## config.mk

```make
export PLATFORM = sky130hd
export DESIGN_NAME = seq101_scan_ctrl
export DESIGN_NICKNAME = d
export VERILOG_FILES = /design/src/rtl/seq101_scan_ctrl.sv
export SDC_FILE = /design/constraint.sdc
export NUM_CORES = 1
export LEC_CHECK = 0
export BUFFER_PORTS_ARGS = -buffer_cell sky130_fd_sc_hd__clkbuf_2
export CAP_MARGIN = 30
export CORE_UTILIZATION = 45
export DETAILED_ROUTE_END_ITERATION = 10
export PLACE_DENSITY = 0.67
export REMOVE_ABC_BUFFERS = 1
export SLEW_MARGIN = 0
export SYNTH_ARGS = -nofsm -noshare
export SYNTH_HDL_FRONTEND = slang
export SYNTH_SLANG_ARGS = --single-unit
```

## constraint.sdc

```tcl
create_clock -name clk -period 1.6 [get_ports clk]
set_input_delay 0.08 -clock clk [delete_from_list [all_inputs] [get_ports clk]]
set_output_delay 0.08 -clock clk [all_outputs]
set_load 0.01 [all_outputs]
```

## src/rtl/seq101_scan_ctrl.sv

```systemverilog
// seq101_scan_ctrl: serially scans a captured word LSB-first and counts non-overlapping "101" runs.
module seq101_scan_ctrl #(
  parameter int WIDTH = 16,
  parameter int CNT_W = 4
) (
  input  logic             clk,
  input  logic             rst_n,
  input  logic             clear,
  input  logic             in_valid,
  output logic             in_ready,
  input  logic [WIDTH-1:0] din,
  output logic             out_valid,
  input  logic             out_ready,
  output logic [CNT_W-1:0] out_count,
  output logic             busy
);
  localparam int IW = $clog2(WIDTH);
  typedef enum logic [1:0] {IDLE, SCAN, DONE} state_t;
  typedef enum logic [1:0] {S0, S1, S10} det_t;
  state_t state_q, state_d;
  det_t det_q, det_d;
  logic [WIDTH-1:0] sr_q, sr_d;
  logic [IW-1:0] idx_q, idx_d;
  logic [CNT_W-1:0] cnt_q, cnt_d, out_q, out_d, cnt_inc;
  logic bit_c, hit, last;
  always_comb begin
    bit_c   = sr_q[0];
    hit     = (det_q == S10) && bit_c;
    cnt_inc = (hit && cnt_q != '1) ? cnt_q + CNT_W'(1) : cnt_q;
    last    = idx_q == IW'(WIDTH - 1);
    state_d = state_q;
    det_d   = det_q;
    sr_d    = sr_q;
    idx_d   = idx_q;
    cnt_d   = cnt_q;
    out_d   = out_q;
    case (state_q)
      IDLE: if (in_valid) begin
        sr_d    = din;
        cnt_d   = '0;
        det_d   = S0;
        idx_d   = '0;
        state_d = SCAN;
      end
      SCAN: begin
        sr_d  = sr_q >> 1;
        idx_d = idx_q + IW'(1);
        cnt_d = cnt_inc;
        // A completed match returns to S0 so its trailing 1 is never reused.
        det_d = bit_c ? ((det_q == S10) ? S0 : S1) : ((det_q == S1) ? S10 : S0);
        if (last) begin
          state_d = DONE;
          out_d   = cnt_inc;
        end
      end
      DONE: if (out_ready) state_d = IDLE;
      default: state_d = IDLE;
    endcase
    if (clear) begin
      state_d = IDLE;
      det_d   = S0;
      cnt_d   = '0;
      out_d   = '0;
      idx_d   = '0;
      sr_d    = '0;
    end
  end
  always_ff @(posedge clk or negedge rst_n) begin
    if (!rst_n) begin
      state_q <= IDLE;
      det_q   <= S0;
      sr_q    <= '0;
      idx_q   <= '0;
      cnt_q   <= '0;
      out_q   <= '0;
    end else begin
      state_q <= state_d;
      det_q   <= det_d;
      sr_q    <= sr_d;
      idx_q   <= idx_d;
      cnt_q   <= cnt_d;
      out_q   <= out_d;
    end
  end
  assign in_ready  = state_q == IDLE;
  assign out_valid = state_q == DONE;
  assign busy      = state_q != IDLE;
  assign out_count = out_q;
endmodule

```

After elaboration in Yosys (flattened, before gate mapping)
Index checks and enable logic that the tools add are counted.
{ "word_totals": {"reg_bits": 32, "out_inout_bits": 7, "input_bits": 21, "word_cells": 50} }
{ "classes": {"eq_ne": 9, "n_mux": 23, "n_reduce_logical": 10, "addsub": 2} }
{ "ops": {"columns": ["cell", "count"], "rows": [
  ["$mux W16", 2],
  ["$pmux W16 S2", 1],
  ["$mux W4", 7],
  ["$mux W2", 8],
  ["$pmux W4 S2", 2],
  ["$add A4 B1 Y4 const B", 2],
  ["$ne A3 B3 Y1 const B", 2],
  ["$pmux W2 S3", 1],
  ["$reduce_bool A2 Y1", 3],
  ["$eq A2 B1 Y1 const B", 2],
  ["$eq A2 B2 Y1 const B", 2],
  ["$eq A4 B4 Y1 const B", 1],
  ["$ne A4 B4 Y1 const B", 1],
  ["$pmux W2 S2", 1],
  ["$reduce_and A2 Y1", 2],
  ["$ne A3 B2 Y1 const B", 1],
  ["$reduce_and A3 Y1", 1],
  ["$reduce_bool A3 Y1", 1],
  ["$logic_and A1 B1 Y1", 2],
  ["$logic_not A2 Y1", 1],
  ["$mux W1", 1]
]} }

Longest topological paths before layout
Gate-level depths: netlist of the first run.
{ "logic_depth": {"ltp_word": 7, "depth_mapped": 6, "mapped_depth_nobuf": 5} }

Worst setup path before layout of the first run
OpenSTA, ideal clock, no wires.
{ "synth_timing": {"path_type": "flip-flop to flip-flop", "start": "register cnt_q[0]", "end": "register cnt_q[0]", "stages_incl_launch_ff": 6, "t_arrival_ns": 1.227, "setup_ns": 0.125, "period_less_slack_ns": 1.352, "slack_ns": 0.248, "cell_sequence": "dfrtp_1 > ha_1 > nand3_1 > and2_1 > o21ai_1 > mux2_2"} }
{ "synth_via": {"elab_chain_cells": 5, "elab_cells_between_ends": 6, "classes_between": "add/sub (1); eq/ne (1); mux (3); reduce/logical (1)"} }
{ "synth_lines": {"columns": ["element", "line", "rtl"], "rows": [
  ["start: declaration", "24", "logic [CNT_W-1:0] cnt_q, cnt_d, out_q, out_d, cnt_inc;"],
  ["start signal: assignment", "81", "cnt_q <= cnt_d;"],
  ["parallel branches: the longest is 2 deep, another holds $add A4 B1 Y4", null, null],
  ["$mux W4 *", "29", "cnt_inc = (hit && cnt_q != '1) ? cnt_q + CNT_W'(1) : cnt_q;"],
  ["$pmux W4 S2 *", "37", "case (state_q)"],
  ["$mux W4 *", "59", "if (clear) begin"]
]} }
Mark *: on every way between the ends.
A chain may end at the register's enable or synchronous reset.

Worst setup path after layout of the first run
Ends and elaborated chain as after synthesis.

==> reports/metrics.csv, run 1 <==
metric;value;unit
status;finished, final reports clean;
drt.antenna.violating_nets;0;
ir_worst_vdd;0.618;mV
p_comb_frac;0.099;
report.final.slew_viol_count;0;
hold_ws;0.00381;ns
core_area;0.00310;mm2
rsz0062_at_grt;false;
ys_seq_elements;32;
p_leak;1.03;nW
ys_types;34;
die_h;59.5;um
share_seq_of_total_power;0.499;
antenna_found_initial;0;
cts.clk_slew.worst_paths;0.10;ns
dieArea;0.00354;mm2
slew_headroom;0.477;
cts.sinks;32;
route.detailed.drc;0;
wl_per_cell;13.3;um
clock_skew;0.00522;ns
synth_warnings;0;
vias;1237;
power_density;891;mW/mm2
ioPinCount;28;
drv_cap;0;
switching_share;0.222;
clockBufferDepth;2;
intPower;1.34;mW
viasPerCell;5.40;
synth.most_common_cell;dfrtp_1;
final_area;0.00194;mm2
finalNonFillerCells;229;
synthCells;136;
row_count;20;
setup_violations;0;
grt_pass1_wl;5.34;mm
drtIter0Drc;98;
dr.pass1.iters;4;
period_share;0.940;
start_util;0.480;
clock-root-buffer;clkbuf_4;
endpoint_kind;flip-flop;
crit_type;flip-flop to flip-flop;
numCtsBuffers;5;
hpwl;2.03;mm
ys_async_sr_fraction;1.00;
critPathMaxFanout;4;
antenna_cells;0;
wl;3.06;mm
clkLatencyLatePin;0.33;ns
gr-total-overflow;0;
finalHoldViolations;0;
drive_gt1_frac;0.249;
grt_max_degree;33;
p_clk_frac;0.402;
syn2layout_area_growth;30.0;%
power.total;1.72;mW
cp-start-kind;flip-flop;
synthesis.area;0.00149;mm2
dpl_cell_area;0.00168;mm2
ys.flop_type;dfrtp_1;
htreeDepth;2;
syn_avg_cell_area;10.9;um2
fp.dieW;59.5;um
gp_congestion;0.771;
period_needed;1.50;ns
switchingPower;384;uW
synthTopCellsByCount;dfrtp_1, inv_1, a222oi_1;
tightest_slew;0.785;ns
dp_cells;205;
netlist_top_cells_area;dfrtp_1, a222oi_1, inv_1, o2bb2ai_1, nand2_1;
nNetsFinal;207;
synth_top_area_share;0.538;
port_buffers;27;
track_usage;0.204;
synth-edff-count;0;
required;1.83;ns
synth_top_area_cell;dfrtp_1;
hp-class;input port to flip-flop;
crit_arrival;1.73;ns
cts_tree;done;
first_global_vias;1209;
max_freq;665;MHz
ys_seq_area_frac;0.538;
-- cell usage in the layout (no fill, tap or decap), drive strengths merged, types with 3 or more instances in the layout --
| master | count |
|---|---|
| nand3 | 5 |
| buf | 6 |
| dlygate4sd3 | 16 |
| o21ai | 7 |
| clkbuf | 34 |
| nor2 | 7 |
| a222oi | 15 |
| a31oi | 4 |
| inv | 17 |
| xor2 | 3 |
| o2bb2ai | 5 |
| nand2 | 10 |
| dfrtp | 32 |
-- final cells by class --
class / instances / area (um2)
multi-input combinational: 79 / 567
fill: 261 / 1170
timing repair buffer: 49 / 353
sequential: 32 / 802
tap: 44 / 55.1
inverter: 17 / 63.8
clock inverter: 1 / 30.0
clock buffer: 7 / 65.1
-- final timing paths --
| kind | startpoint | end | slack, ns | cells past startpoint |
|---|---|---|---|---|
| setup reg to reg | cnt_q[0]$_DFFE_PN0P_ | cnt_q[0]$_DFFE_PN0P_ | 0.1 | 5 |
| max in group asynchronous | rst_n | state_q[0]$_DFFE_PN0P_ | 0.72 | 2 |
| hold / removal | din[15] | sr_q[15]$_DFFE_PN0P_ | 0.004 | 3 |
| hold reg to reg | det_q[1]$_DFFE_PN0P_ | det_q[0]$_DFFE_PN0P_ | 0.49 | 1 |
| setup / recovery | cnt_q[0]$_DFFE_PN0P_ | cnt_q[0]$_DFFE_PN0P_ | 0.1 | 5 |
| min in group asynchronous | rst_n | state_q[1]$_DFFE_PN0P_ | 0.35 | 2 |
-- per-stage QoR --
step | setup slack (ns) | util | TNS, ns
2_1_floorplan | -0.0121 | - | -0.0121
3_3_place_gp | 0.218 | 0.541 | 0
3_5_place_dp | 0.141 | 0.541 | 0
4_1_cts | 0.113 | 0.623 | 0
5_1_grt | 0.0537 | 0.624 | 0
6_report | 0.0959 | 0.624 | 0
-- power by group through the flow --
stage | clock [mW] | sequential, mW | combinational (mW)
2_1_floorplan | 0 | 0.868 | 0.0663
3_3_place_gp | 0 | 0.873 | 0.137
3_5_place_dp | 0 | 0.874 | 0.142
4_1_cts | 0.702 | 0.858 | 0.172
5_1_grt | 0.746 | 0.864 | 0.192
6_report | 0.693 | 0.860 | 0.171
-- cell families (layout without fill, tap and decap cells) --
family | count (synthesis) | count (layout) | synth area share
xor+xnor | 4 | 4 | 0.0235
fa+ha+maj | 2 | 2 | 0.0168
buf+inv | 25 | 74 | 0.0815
mux | 2 | 2 | 0.0143
simple gates | 34 | 34 | 0.125
flops | 32 | 32 | 0.538
compound gates | 37 | 37 | 0.201
-- sequential cells by signal, indices dropped and copies added, names as in the netlist --
| name | flops |
|---|---|
| sr_q | 16 |
| cnt_q | 4 |
| idx_q | 4 |
| out_count | 4 |
| det_q | 2 |
| state_q | 2 |
-- timing repair --
action / 4_1_cts / 5_1_grt
endpoints found under the hold margin: 47 / 0
buffers inserted: 0 / 0
endpoints found under the setup margin: 0 / 2
gates resized for setup: 0 / 1
hold buffers: 16 / 0
-- routing by layer --
layer  up-vias  global-route usage  share of wire
met5         -                   0              0
met4         0              0.0598         0.0062
met3         2              0.0677          0.066
met2        50               0.342           0.49
met1       589               0.250           0.44
li1        596                   -              -
-- worst max-delay path, stage by stage (launching register included) --
cell	delay (ns)
dfrtp_1	0.44
ha_1	0.27
nand3_1	0.15
and2_1	0.19
o21ai_1	0.08
mux2_2	0.27
(Power assumes the default switching activity.)
==> inputs of run 2 (changes only) <==
--- a/config.mk
+++ b/config.mk
@@ -7,9 +7,9 @@
 export LEC_CHECK = 0
 export BUFFER_PORTS_ARGS = -buffer_cell sky130_fd_sc_hd__clkbuf_2
 export CAP_MARGIN = 30
-export CORE_UTILIZATION = 45
+export CORE_UTILIZATION = 35
 export DETAILED_ROUTE_END_ITERATION = 10
-export PLACE_DENSITY = 0.67
+export PLACE_DENSITY = 0.55
 export REMOVE_ABC_BUFFERS = 1
 export SLEW_MARGIN = 0
 export SYNTH_ARGS = -nofsm -noshare
==> run 2 against run 1 <==
  * Critical path depth did not move
  * Flip-flop and latch count unchanged
  * Via count fell by 6.1%
  * Highest routed layer unchanged
  * Sequential share of layout area increased by 2.6 points
  * Clock power decreased by 7.9%
  * Sequential power barely moved
  * Clock skew about the same
  * Final cell count shrank 2.6%
  * Routed wire length shrank 2.2%
  * Core utilization decreased by 17 points
  * Non-clock buffer count fell by 12
  * Register-to-register slack better by 0.04 ns
==> reports/metrics.csv, run 2 (same netlist as run 1, synthesis figures left out) <==
metric;value;unit;change
drv_cap;0;;unchanged
dr.pass1.iters;7;;+3
grt_max_degree;33;;unchanged
wl_per_cell;13.4;um;+0.44%
cp-startpoint;cnt_q[0]$_DFFE_PN0P_;;
reg2reg_to;cnt_q[0]$_DFFE_PN0P_;;
final_area;0.00182;mm2;-6.1%
endpoint;cnt_q[0]$_DFFE_PN0P_;;
die_h;67.2;um;+13%
gr-total-overflow;0;;unchanged
required;1.78;ns;-0.05 ns
rr_worst_depth;5;;unchanged
wl;2.99;mm;-2.2%
syn2layout_area_growth;22.0;%;
grt_pass1_wl;5.09;mm;-4.8%
slew_headroom;0.733;;+0.257
ioPinCount;28;;unchanged
hold_depth;3;;unchanged
vias;1162;;-6.1%
drtIter0Drc;134;;+37%
r2r_start;cnt_q[0]$_DFFE_PN0P_;;
nFillCells;396;;+52%
final_common_cell;dfrtp_1;;
critPathMaxFanout;4;;unchanged
gp_congestion;0.770;;-0.10%
post_cts_resized;0;;unchanged
finalHoldViolations;0;;unchanged
regMostFlops;sr_q;;
htreeDepth;2;;unchanged
cts_tree;done;;
postCtsSetupRepairBufs;0;;unchanged
viasPerCell;5.21;;-3.5%
dieArea;0.00452;mm2;+28%
antenna_cells;0;;unchanged
status;finished, final reports clean;;
clock_skew;0.00567;ns;+0.000457 ns
nNetsFinal;195;;-5.8%
core_area;0.00403;mm2;+30%
numCtsBuffers;5;;unchanged
dpl_cell_area;0.00169;mm2;+0.45%
drive_gt1_frac;0.249;;about the same
hp-class;input port to flip-flop;;
period_needed;1.47;ns;-0.0364 ns
fp.dieW;67.2;um;+13%
drt.antenna.violating_nets;0;;unchanged
start_util;0.370;;-0.110
tightest_slew;0.400;ns;-0.385 ns
reg2reg_setup_slack;0.13;ns;+0.04 ns
endpoint_kind;flip-flop;;
track_usage;0.157;;-0.0474
crit_arrival;1.64;ns;-0.09 ns
power_density;906;mW/mm2;+1.8%
largest_reg_flops;16;;unchanged
setup_violations;0;;unchanged
ir_worst_vdd;0.482;mV;-22%
first_global_vias;1137;;-6.0%
period_share;0.917;;-0.0228
antenna_found_initial;0;;unchanged
regArea;801;um2;-0.16%
report.final.slew_viol_count;0;;unchanged
hpwl;2.06;mm;+1.5%
setup_tns;0;ns;unchanged
multi_input_area;567;um2;unchanged
max_freq;681;MHz;+2.5%
clockBufferDepth;2;;unchanged
clkLatencyLatePin;0.29;ns;-0.04 ns
cts.sinks;32;;unchanged
clock-root-buffer;clkbuf_8;;
cts.clk_slew.worst_paths;0.06;ns;-0.04 ns
p_leak;0.974;nW;-5.4%
rsz0062_at_grt;false;;
route.detailed.drc;0;;unchanged
final_cell_mix;dfrtp_1, clkbuf_2, inv_1;;
cp-start-kind;flip-flop;;
row_count;23;;+15%
crit_type;flip-flop to flip-flop;;
port_buffers;27;;unchanged
==> run 2: layer usage <==
layer	share of wire	track usage
met2	0.47	0.255
met4	0.019	0.0718
met1	0.45	0.177
met3	0.062	0.0659
met5	0	0
==> run 2: what timing repair did <==
item | 4_1_cts | 5_1_grt
endpoints found under the hold margin | 35 | 0
endpoints found under the setup margin | 0 | 0
hold buffers | 4 | 0
==> run 2: cell type report <==
class,instances,area share
Sequential cell,32,0.441
Multi-Input combinational cell,79,0.312
Timing Repair Buffer,37,0.128
Clock buffer,8,0.0496
Inverter,17,0.0351
Tap cell,50,0.0344
==> run 2: per-stage QoR <==
| step | util | setup slack [ns] | hold slack (ns) | power [mW] | std cells |
|---|---|---|---|---|---|
| detailed placement | 0.419 | 0.149 | 0.127 | 1.02 | 211 |
| global placement | 0.419 | 0.212 | 0.123 | 1.01 | 211 |
| CTS | 0.451 | 0.142 | 0.00233 | 1.68 | 223 |
| floorplan | - | -0.0121 | -0.216 | 0.935 | 128 |
| global route | 0.451 | 0.0494 | 0.00197 | 1.73 | 223 |
| finish | 0.451 | 0.132 | 0.00854 | 1.65 | 223 |
==> run 2: worst max-delay path: stages, from the launching register on <==
cell	delay [ns]
dfrtp_1	0.42
ha_1	0.25
nand3_1	0.13
and2_1	0.19
o21ai_1	0.09
mux2_2	0.28
==> run 2: worst min-delay path by stage <==
stage	start	to	slack [ns]
2_1_floorplan	rst_n	cnt_q[0]$_DFFE_PN0P_	-0.22
3_3_place_gp	rst_n	out_count[0]$_DFFE_PN0P_	0.12
6_report	din[12]	sr_q[12]$_DFFE_PN0P_	0.009
5_1_grt	din[7]	sr_q[7]$_DFFE_PN0P_	0.002
3_5_place_dp	rst_n	out_count[0]$_DFFE_PN0P_	0.13
4_1_cts	din[5]	sr_q[5]$_DFFE_PN0P_	0.002
==> run 2: where the power goes <==
| group | switching, mW | total (mW) | internal [mW] |
|---|---|---|---|
| clock | 0.288 | 0.638 | 0.350 |
| sequential | 0.0207 | 0.860 | 0.839 |
| combinational | 0.0789 | 0.149 | 0.0701 |
| total | 0.387 | 1.65 | 1.26 |
==> inputs of run 3 (changes only) <==
--- a/config.mk
+++ b/config.mk
@@ -10,6 +10,7 @@
 export CORE_UTILIZATION = 35
 export DETAILED_ROUTE_END_ITERATION = 10
 export PLACE_DENSITY = 0.55
+export RECOVER_POWER = 25
 export REMOVE_ABC_BUFFERS = 1
 export SLEW_MARGIN = 0
 export SYNTH_ARGS = -nofsm -noshare
==> run 3 against run 2 <==
  * Critical path depth did not move
  * Combinational power is essentially flat
  * Maximum frequency unchanged
  * Hold slack did not move
  * First-iteration DRC count is the same
  * Power hardly changed
  * Clock power hardly changed
  * Count of clock-buffer cells in the layout did not move
  * Non-clock buffer count unchanged
  * Final cell count unchanged
  * Largest power group unchanged
==> reports/metrics.csv, run 3 (same netlist as run 1, synthesis figures left out) <==
metric;value;unit;change
switchingPower;387;uW;about the same
gp_congestion;0.770;;unchanged
hold_depth;3;;unchanged
grt_max_degree;33;;unchanged
r2r_start;cnt_q[0]$_DFFE_PN0P_;;
cp-start-kind;flip-flop;;
crit_type;flip-flop to flip-flop;;
dieArea;0.00452;mm2;unchanged
largest_reg_flops;16;;unchanged
p_leak;0.973;nW;about the same
dr.pass1.iters;7;;unchanged
finalHoldViolations;0;;unchanged
regMostFlops;sr_q;;
intPower;1.26;mW;about the same
row_count;23;;unchanged
wl;2.99;mm;unchanged
p_comb_frac;0.090;;about the same
clock_skew;0.00567;ns;unchanged
first_global_vias;1137;;unchanged
status;finished, final reports clean;;
period_share;0.917;;unchanged
viasPerCell;5.21;;unchanged
syn2layout_area_growth;21.8;%;
grt_pass1_wl;5.09;mm;unchanged
reg2reg_to;cnt_q[0]$_DFFE_PN0P_;;
required;1.78;ns;about the same
fin_util;0.450;;-0.000621
route.detailed.drc;0;;unchanged
power_density;907;mW/mm2;about the same
max_freq;681;MHz;unchanged
gr-total-overflow;0;;unchanged
power.total;1.65;mW;about the same
reg2reg_setup_slack;0.13;ns;about the same
final_cell_mix;dfrtp_1, clkbuf_2, inv_1;;
crit_arrival;1.64;ns;about the same
cpMaxStageDelayCell;dfrtp_1;;
core_area;0.00403;mm2;unchanged
clock-root-buffer;clkbuf_8;;
nNetsFinal;195;;unchanged
switching_share;0.235;;about the same
antenna_cells;0;;unchanged
drt.antenna.violating_nets;0;;unchanged
port_buffers;27;;unchanged
cp-startpoint;cnt_q[0]$_DFFE_PN0P_;;
slowest_delay;0.42;ns;about the same
critPathMaxFanout;4;;unchanged
numCtsBuffers;5;;unchanged
die_h;67.2;um;unchanged
dpl_cell_area;0.00169;mm2;unchanged
report.final.slew_viol_count;0;;unchanged
tightest_slew;0.784;ns;+0.384 ns
hp-class;input port to flip-flop;;
vias;1162;;unchanged
htreeDepth;2;;unchanged
rr_worst_depth;5;;unchanged
slew_headroom;0.477;;-0.256
track_usage;0.157;;unchanged
clockBufferDepth;2;;unchanged
endpoint;cnt_q[0]$_DFFE_PN0P_;;
nFillCells;397;;+0.25%
ir_worst_vdd;0.482;mV;about the same
clkLatencyLatePin;0.29;ns;about the same
cts.sinks;32;;unchanged
final_common_cell;dfrtp_1;;
dp_cells;211;;unchanged
fp.dieW;67.2;um;unchanged
drv_cap;0;;unchanged
p_clk_frac;0.388;;about the same
setup_violations;0;;unchanged
rsz0062_at_grt;false;;
wl_per_cell;13.4;um;unchanged
cts.clk_slew.worst_paths;0.06;ns;about the same
ioPinCount;28;;unchanged
drive_gt1_frac;0.249;;unchanged
finalNonFillerCells;223;;unchanged
drtIter0Drc;134;;unchanged
cts_tree;done;;
period_needed;1.47;ns;unchanged
hpwl;2.06;mm;unchanged
post_cts_resized;0;;unchanged
endpoint_kind;flip-flop;;
share_seq_of_total_power;0.522;;about the same
start_util;0.370;;unchanged
final_area;0.00181;mm2;-0.14%
cp_cell_sequence;ha_1 -> nand3_1 -> and2_1 -> o21ai_1 -> mux2_2;;
antenna_found_initial;0;;unchanged
## run 3: changes by cell type in the layout (fill, tap and decap cells not counted)
cell,before,now
clkbuf_2,27,28
buf_4,5,4
## run 3: worst min path at each step
stage | startpoint | endpoint | slack (ns)
2_1_floorplan | rst_n | cnt_q[0]$_DFFE_PN0P_ | -0.22
3_3_place_gp | rst_n | out_count[0]$_DFFE_PN0P_ | 0.12
3_5_place_dp | rst_n | out_count[0]$_DFFE_PN0P_ | 0.13
4_1_cts | din[5] | sr_q[5]$_DFFE_PN0P_ | 0.002
5_1_grt | din[7] | sr_q[7]$_DFFE_PN0P_ | 0.002
6_report | din[12] | sr_q[12]$_DFFE_PN0P_ | 0.009
## run 3: cell type report
class / instances / area (um2) / share of cell area
sequential: 32 / 801 / 0.441
multi-input combinational: 79 / 567 / 0.312
timing repair buffer: 37 / 230 / 0.127
clock buffer: 8 / 90.1 / 0.0497
inverter: 17 / 63.8 / 0.0352
tap: 50 / 62.6 / 0.0345
## run 3: per-stage QoR
stage          setup TNS, ns  hold WS, ns  worst slack (ns)
5_1_grt                    0      0.00197            0.0494
3_3_place_gp               0        0.123             0.212
4_1_cts                    0      0.00233             0.142
3_5_place_dp               0        0.127             0.149
6_report                   0      0.00854             0.132
2_1_floorplan        -0.0121       -0.216           -0.0121
## run 3: metal layers
metal / GRT usage / routed length [um] / up-vias / share of wire
li1: - / - / 574 / -
met1: 0.177 / 1350 / 548 / 0.45
met2: 0.255 / 1390 / 34 / 0.47
met3: 0.0659 / 186 / 6 / 0.062
met4: 0.0718 / 56 / 0 / 0.019
met5: 0 / 0 / - / 0
## run 3: power groups by stage
stage	clock (mW)	combinational (mW)	sequential [mW]
2_1_floorplan	0	0.0663	0.868
3_3_place_gp	0	0.141	0.873
3_5_place_dp	0	0.143	0.874
4_1_cts	0.664	0.152	0.859
5_1_grt	0.697	0.167	0.863
6_report	0.638	0.148	0.860
## run 3: timing repair
item,in CTS,in global routing
endpoints found under the hold margin,35,0
buffers inserted,0,0
hold buffers,4,0
## run 3: critical path: cells and delay by family, from the launching register on
kind | cells | cell delay, ns
AOI/OAI and AO/OA | 1 | 0.09
adders and majority gates | 1 | 0.25
DFF | 1 | 0.42
muxes | 1 | 0.28
and+or+nand+nor | 2 | 0.32
